--- src/rtl/mem_ctrl_pkg.sv ---
`default_nettype none
// ============================================================================
//  Module      : mem_ctrl_pkg
//  Description : Shared types and constants for the memory controller:
//                controller state encoding, bus owner encoding, LSB access
//                length codes and the IO-region address tag.
//  Revision    : 1.0 - initial release
// ============================================================================
package mem_ctrl_pkg;

    // Controller state. DONE is a single-cycle acknowledge state.
    typedef enum logic [1:0] {
        ST_IDLE  = 2'd0,
        ST_READ  = 2'd1,
        ST_WRITE = 2'd2,
        ST_DONE  = 2'd3
    } state_e;

    // Which requester currently owns the memory bus.
    typedef enum logic {
        OWN_IC  = 1'b0,
        OWN_LSB = 1'b1
    } owner_e;

    // lsb_len codes; the unused code 2'b11 behaves as a word access.
    localparam logic [1:0] LEN_BYTE = 2'b00;
    localparam logic [1:0] LEN_HALF = 2'b01;
    localparam logic [1:0] LEN_WORD = 2'b10;

    // Default addr[17:16] tag for the memory-mapped IO region.
    localparam logic [1:0] IO_ADDR_HI_DEF = 2'b11;

    // Default i-cache line size in bytes.
    localparam int IC_LINE_BYTES_DEF = 8;

    // Number of bus bytes moved for an LSB access of the given length code.
    function automatic logic [3:0] lsb_len_bytes(input logic [1:0] len);
        logic [3:0] n;
        case (len)
            LEN_BYTE: n = 4'd1;
            LEN_HALF: n = 4'd2;
            LEN_WORD: n = 4'd4;
            default:  n = 4'd4;
        endcase
        return n;
    endfunction

endpackage : mem_ctrl_pkg
`default_nettype wire

--- src/rtl/mem_ctrl.sv ---
`default_nettype none
// ============================================================================
//  Module      : mem_ctrl
//  Description : Arbitrates the i-cache line fetch port and the load/store
//                buffer port onto an 8-bit single-port RAM/IO bus, moving one
//                byte per cycle, little-endian.
//  Ports       : clk_in, rst_in (async, active high), rdy_in (pause when low),
//                clear_signal (flush: aborts fetches and loads),
//                ic_signal/ic_addr -> ic_done/ic_data (line fetch),
//                lsb_signal/lsb_wr/lsb_len/lsb_addr/lsb_wdata
//                  -> lsb_done/lsb_rdata (byte/half/word load or store),
//                mem_din/mem_dout/mem_a/mem_wr (RAM bus, read data one cycle
//                after its address), io_buffer_full (stalls IO writes).
//  Revision    : 1.0 - initial release
// ============================================================================
module mem_ctrl
    import mem_ctrl_pkg::*;
#(
    parameter int         IC_LINE_BYTES = IC_LINE_BYTES_DEF,
    parameter logic [1:0] IO_ADDR_HI    = IO_ADDR_HI_DEF
) (
    input  logic                       clk_in,
    input  logic                       rst_in,
    input  logic                       rdy_in,
    input  logic                       clear_signal,

    input  logic                       ic_signal,
    input  logic [31:0]                ic_addr,
    output logic                       ic_done,
    output logic [8*IC_LINE_BYTES-1:0] ic_data,

    input  logic                       lsb_signal,
    input  logic                       lsb_wr,
    input  logic [1:0]                 lsb_len,
    input  logic [31:0]                lsb_addr,
    input  logic [31:0]                lsb_wdata,
    output logic                       lsb_done,
    output logic [31:0]                lsb_rdata,

    input  logic [7:0]                 mem_din,
    output logic [7:0]                 mem_dout,
    output logic [31:0]                mem_a,
    output logic                       mem_wr,
    input  logic                       io_buffer_full
);

    localparam logic [3:0] IC_NBYTES = 4'(IC_LINE_BYTES);

    state_e                     state_q,     state_d;
    owner_e                     owner_q,     owner_d;
    logic [3:0]                 nbytes_q,    nbytes_d;   // bytes in this transfer
    logic [3:0]                 cnt_q,       cnt_d;      // bytes issued so far
    logic [31:0]                base_q,      base_d;
    logic [31:0]                wdata_q,     wdata_d;
    logic [8*IC_LINE_BYTES-1:0] line_q,      line_d;     // read assembly buffer
    logic [31:0]                prev_addr_q;             // last address put on the bus

    logic [31:0]                w_cur_addr;
    logic [3:0]                 w_cap_idx;
    logic                       w_io_stall;

    assign w_cur_addr = base_q + {28'd0, cnt_q};
    // Data returning now belongs to the address issued one cycle earlier.
    assign w_cap_idx  = cnt_q - 4'd1;
    assign w_io_stall = (w_cur_addr[17:16] == IO_ADDR_HI) && io_buffer_full;

    assign ic_data   = line_q;
    // Line buffer is cleared on every read accept, so the upper bytes of a
    // short load are already zero.
    assign lsb_rdata = line_q[31:0];

    always_comb begin
        state_d  = state_q;
        owner_d  = owner_q;
        nbytes_d = nbytes_q;
        cnt_d    = cnt_q;
        base_d   = base_q;
        wdata_d  = wdata_q;
        line_d   = line_q;
        mem_a    = 32'd0;
        mem_dout = 8'd0;
        mem_wr   = 1'b0;
        ic_done  = 1'b0;
        lsb_done = 1'b0;

        case (state_q)
            ST_IDLE: begin
                cnt_d = 4'd0;
                if (lsb_signal) begin
                    owner_d  = OWN_LSB;
                    base_d   = lsb_addr;
                    wdata_d  = lsb_wdata;
                    nbytes_d = lsb_len_bytes(lsb_len);
                    if (lsb_wr) begin
                        // Keep the previous load result visible during a store.
                        state_d = ST_WRITE;
                    end else begin
                        line_d  = '0;
                        state_d = ST_READ;
                    end
                end else if (ic_signal) begin
                    owner_d  = OWN_IC;
                    base_d   = ic_addr;
                    nbytes_d = IC_NBYTES;
                    line_d   = '0;
                    state_d  = ST_READ;
                end
            end

            ST_READ: begin
                if (clear_signal) begin
                    // Fetches and loads are speculative: drop them silently.
                    state_d = ST_IDLE;
                end else begin
                    if (cnt_q != 4'd0) begin
                        line_d[8*int'(w_cap_idx) +: 8] = mem_din;
                    end
                    if (cnt_q == nbytes_q) begin
                        state_d = ST_DONE;
                    end else begin
                        mem_a = w_cur_addr;
                        cnt_d = cnt_q + 4'd1;
                    end
                end
            end

            ST_WRITE: begin
                // Stores are committed: clear_signal is deliberately ignored.
                mem_a    = w_cur_addr;
                mem_dout = wdata_q[8*int'(cnt_q[1:0]) +: 8];
                if (!w_io_stall) begin
                    mem_wr = 1'b1;
                    cnt_d  = cnt_q + 4'd1;
                    if (cnt_q + 4'd1 == nbytes_q) begin
                        state_d = ST_DONE;
                    end
                end
            end

            ST_DONE: begin
                // Requests are not examined here so a requester that drops its
                // signal one cycle after the pulse is never served twice.
                ic_done  = (owner_q == OWN_IC);
                lsb_done = (owner_q == OWN_LSB);
                state_d  = ST_IDLE;
            end

            default: begin
                state_d = ST_IDLE;
            end
        endcase

        if (!rdy_in) begin
            // Re-present the previous address so the RAM keeps returning the
            // byte that will be captured on the resume cycle.
            mem_a    = prev_addr_q;
            mem_wr   = 1'b0;
            ic_done  = 1'b0;
            lsb_done = 1'b0;
        end
    end

    always_ff @(posedge clk_in or posedge rst_in) begin
        if (rst_in) begin
            state_q     <= ST_IDLE;
            owner_q     <= OWN_IC;
            nbytes_q    <= 4'd0;
            cnt_q       <= 4'd0;
            base_q      <= 32'd0;
            wdata_q     <= 32'd0;
            line_q      <= '0;
            prev_addr_q <= 32'd0;
        end else if (rdy_in) begin
            state_q     <= state_d;
            owner_q     <= owner_d;
            nbytes_q    <= nbytes_d;
            cnt_q       <= cnt_d;
            base_q      <= base_d;
            wdata_q     <= wdata_d;
            line_q      <= line_d;
            prev_addr_q <= mem_a;
        end
    end

endmodule : mem_ctrl
`default_nettype wire

--- config.mk ---
export PLATFORM = sky130hd
export DESIGN_NAME = mem_ctrl
export DESIGN_NICKNAME = d
export VERILOG_FILES = /design/src/rtl/mem_ctrl_pkg.sv /design/src/rtl/mem_ctrl.sv
export SDC_FILE = /design/constraint.sdc
export NUM_CORES = 1
export LEC_CHECK = 0
export BUFFER_PORTS_ARGS = -buffer_cell sky130_fd_sc_hd__buf_4
export CAP_MARGIN = 40
export CELL_PAD_IN_SITES_DETAIL_PLACEMENT = 1
export CELL_PAD_IN_SITES_GLOBAL_PLACEMENT = 1
export CORE_ASPECT_RATIO = 0.7
export CORE_MARGIN = 4
export CORE_UTILIZATION = 40
export DETAILED_ROUTE_END_ITERATION = 10
export PLACE_DENSITY_LB_ADDON = 0.3
export SETUP_SLACK_MARGIN = 0.02
export SLEW_MARGIN = 20
export SYNTH_ARGS = -nofsm -noshare
export SYNTH_HDL_FRONTEND = slang
export SYNTH_SLANG_ARGS = --single-unit
--- constraint.sdc ---
create_clock -name clk_in -period 5.3 [get_ports clk_in]
set_input_delay 0.265 -clock clk_in [delete_from_list [all_inputs] [get_ports clk_in]]
set_output_delay 0.265 -clock clk_in [all_outputs]
set_load 0.005 [all_outputs]
==> impl_metrics.toml <==
[cts]
cts_setup_buffers = 0
insertion_delay_ns = 0.43
cts_root_buf = "clkbuf_16"
clock-sinks = 171
clkSlewWorstSetupHoldPaths_ns = 0.08
cts_buffer_depth = 2
cts_tree = "built"
cts.htree.levels = 4
cts_buffers = 17

[logic_synthesis]
ys_types = 58
syn_area_sq_um = 8730
synth_edf_count = 0
synthTopCellsByArea = "dfrtp_1 49%, a22o_1 5.9%, o22ai_1 4.4%"
yosysWarnings = 0
syn_nets = 955
yosys.area.top_type = "dfrtp_1"
yosys.area.top_type_share_pct = 49.0
ys_seq_area_share_pct = 49.0
synth_cells = 825
synth-seq-cells = 171
async_flop_share_pct = 100
synth_top_flop_cell = "dfrtp_1"
syn-mean-instance-area_sq_um = 10.6

[global_route]
grt_pass1_wl_mm = 41.2
grt_max_degree = 75
globalRouteOverflowTotal = 0
grt_pass1_vias = 7450
antenna_found_initial = 0
grt_usage_pct = 21.0

[floorplan]
start_util_pct = 41.4
rows = 44
num_io_pins = 253
dieHeight_um = 132
die_w_um = 185
core_area_sq_um = 21100
die_area_sq_um = 24300

[worst_setup_path]
path_buf_inv = 2
path_cells = "inv_1 > fa_1 > nand2b_1 > a211oi_2 > nand3_1 > nor2_1 > xnor2_1 > o22ai_1 > buf_4"
ff2ff_setup_slack_ns = 1.77
critPathMaxFanout = 17
max_stage_delay_ns = 0.82
cp_top_family = "flip-flops"
start_kind = "flop"
crit_required_ns = 5.04
crit_type = "flop to primary output"
cp.arrival_ns = 3.87
worst_path_max_delay_cell = "dfrtp_1"
endpoint_kind = "primary output"

[power_and_ir_drop]
p_comb_share_pct = 38.4
seq_power_share_pct = 38.0
netSwitchingFraction_pct = 38.4
p_per_area_nw_per_um2 = 465
clkPwrFrac_pct = 23.6
p_leak_nw = 5.36
power.internal_mw = 3.22
switchingPower_mw = 2.01
worst_ir_drop_vdd_v = 0.000275

[detailed_routing]
wl_per_cell_um = 19.8
vias_per_cell = 5.43
detail-route-antenna-nets = 0
drt_iter0_drc = 309
drt_pass1_iterations = 4
vias = 7103
drt-total-wl_mm = 25.9
drcViolationCount = 0

[finish]
synthToLayoutAreaGrowth_pct = 28.8
layout_common_cells = "256 x buf_4, 171 x dfrtp_1, 78 x nand2_1, 62 x o22ai_1, 59 x a22o_1"
antenna_cells = 0
final_net_count = 1150
instances_no_fill = 1309
fin_area_sq_um = 11200
ff_latch_area_sq_um = 4280
fin_util_pct = 53.3
multi_input_area_sq_um = 3810
drive_above_1_share_pct = 34.0
layout_commonest_cell = "buf_4"
fill_cells = 2320

[place]
place_area_sq_um = 10600
dp_hpwl_mm = 19.0
gp_congestion = 0.817
dp.cells = 1274
io_buffers = 252

[timing]
fmax_mhz = 242
skew_ns = 0.0122
rsz0062_at_grt = "false"
finalHoldViolCount = 0
post-route-period-util_pct = 78.1
tns_ns = 0
slew_viol_final = 0
slew_headroom_pct = 46.2
setup_viol = 0
min_period_ns = 4.14
tightestPinTransition_ns = 0.806

[run]
cap_viol_max_count = 0

[min_path]
hp-class = "input pin to flop"

[run_status]
status = "completed"
-- kinds of logic after synthesis --
kind of cell	share of synthesized area (%)
buffers and inverters	7.37
AOI/OAI and AO/OA	16.9
muxes	9.06
xor gates and xnor gates	4.00
and+or+nand+nor	11.3
DFF	49.0
adders and majority gates	2.38
-- synthesized netlist by cell type (4+ instances only) --
cell        n
and2_1     11
inv_1      50
clkbuf_1   37
nor3_1      5
xor2_1     18
nand2b_1    6
xnor2_1    20
nand2_1    78
nor2_1     27
o21ai_0    46
ha_1       15
and3_1      7
nand4_1    11
o22ai_1    62
buf_2       6
buf_4      32
mux2i_1    25
buf_1       8
mux4_2      8
nand3_1    20
mux2_2     32
a22oi_1    11
a22o_1     59
dfrtp_1   171
nor3_2      4
a21oi_1     9
-- flip-flops by register name, summed over array words and instances, names as in the netlist --
name	count
ic_data	64
base_q	32
prev_addr_q	32
wdata_q	32
cnt_q	4
nbytes_q	4
state_q	2
owner_q	1
-- area by class of cell --
class,count,area share [%]
Inverter,50,1.71
Clock inverter,15,1.35
Multi-Input combinational cell,519,33.9
Clock buffer,17,3.78
Tap cell,276,3.07
Sequential cell,171,38.1
Timing Repair Buffer,261,18.1
-- per-layer routing --
metal / up-vias / global-route usage, % / share of wire (%)
met5: - / 0 / 0
met4: 0 / 4.39 / 1.1
met3: 20 / 5.28 / 6.6
met2: 193 / 33.9 / 47
met1: 3557 / 29.0 / 45
li1: 3333 / - / -
-- worst reg2reg max path: stages, from the launching register on --
cell     delay [ns]
dfrtp_1        0.82
inv_1          0.29
ha_1           0.62
nand2_1        0.22
nor2_1         0.18
ha_1           0.31
nor2_1         0.13
nand4_1        0.16
nor3_2         0.50
a22o_1         0.23
-- final timing paths --
check | from | to | depth (start not counted)
max | cnt_q[1] | mem_a[30] | 9
min | lsb_len[1] | nbytes_q[0] | 2
max reg2reg | cnt_q[1] | ic_data[4] | 9
min reg2reg | ic_data[33] | ic_data[33] | 2
max in group asynchronous | rst_in | ic_data[15] | 5
min in group asynchronous | rst_in | wdata_q[8] | 3
-- through the flow --
| stage | hold slack (ns) | total power, mW | worst slack (ns) |
|---|---|---|---|
| 5_1_grt | 0.0187 | 5.60 | 0.853 |
| 6_report | 0.0291 | 5.23 | 1.16 |
| 4_1_cts | 0.0142 | 5.25 | 1.09 |
| 2_1_floorplan | 0.362 | 3.28 | 0.403 |
| 3_5_place_dp | 0.308 | 4.00 | 1.53 |
| 3_3_place_gp | 0.459 | 3.90 | 1.64 |
-- power by group through the flow --
| stage | Combinational [mW] | Sequential [mW] | Clock (mW) |
|---|---|---|---|
| finish | 2.01 | 1.99 | 1.23 |
| global route | 2.24 | 2.05 | 1.31 |
| detailed placement | 1.99 | 2.02 | 0 |
| global placement | 1.90 | 1.99 | 0 |
| CTS | 2.01 | 1.99 | 1.25 |
| floorplan | 1.40 | 1.88 | 0 |
-- what timing repair did --
item | 4_1_cts | 5_1_grt
endpoints found under the hold margin | 39 | 0
resized for setup | 0 | 0
hold buffers | 1 | 0
Power figures use the tool's default switching activity.
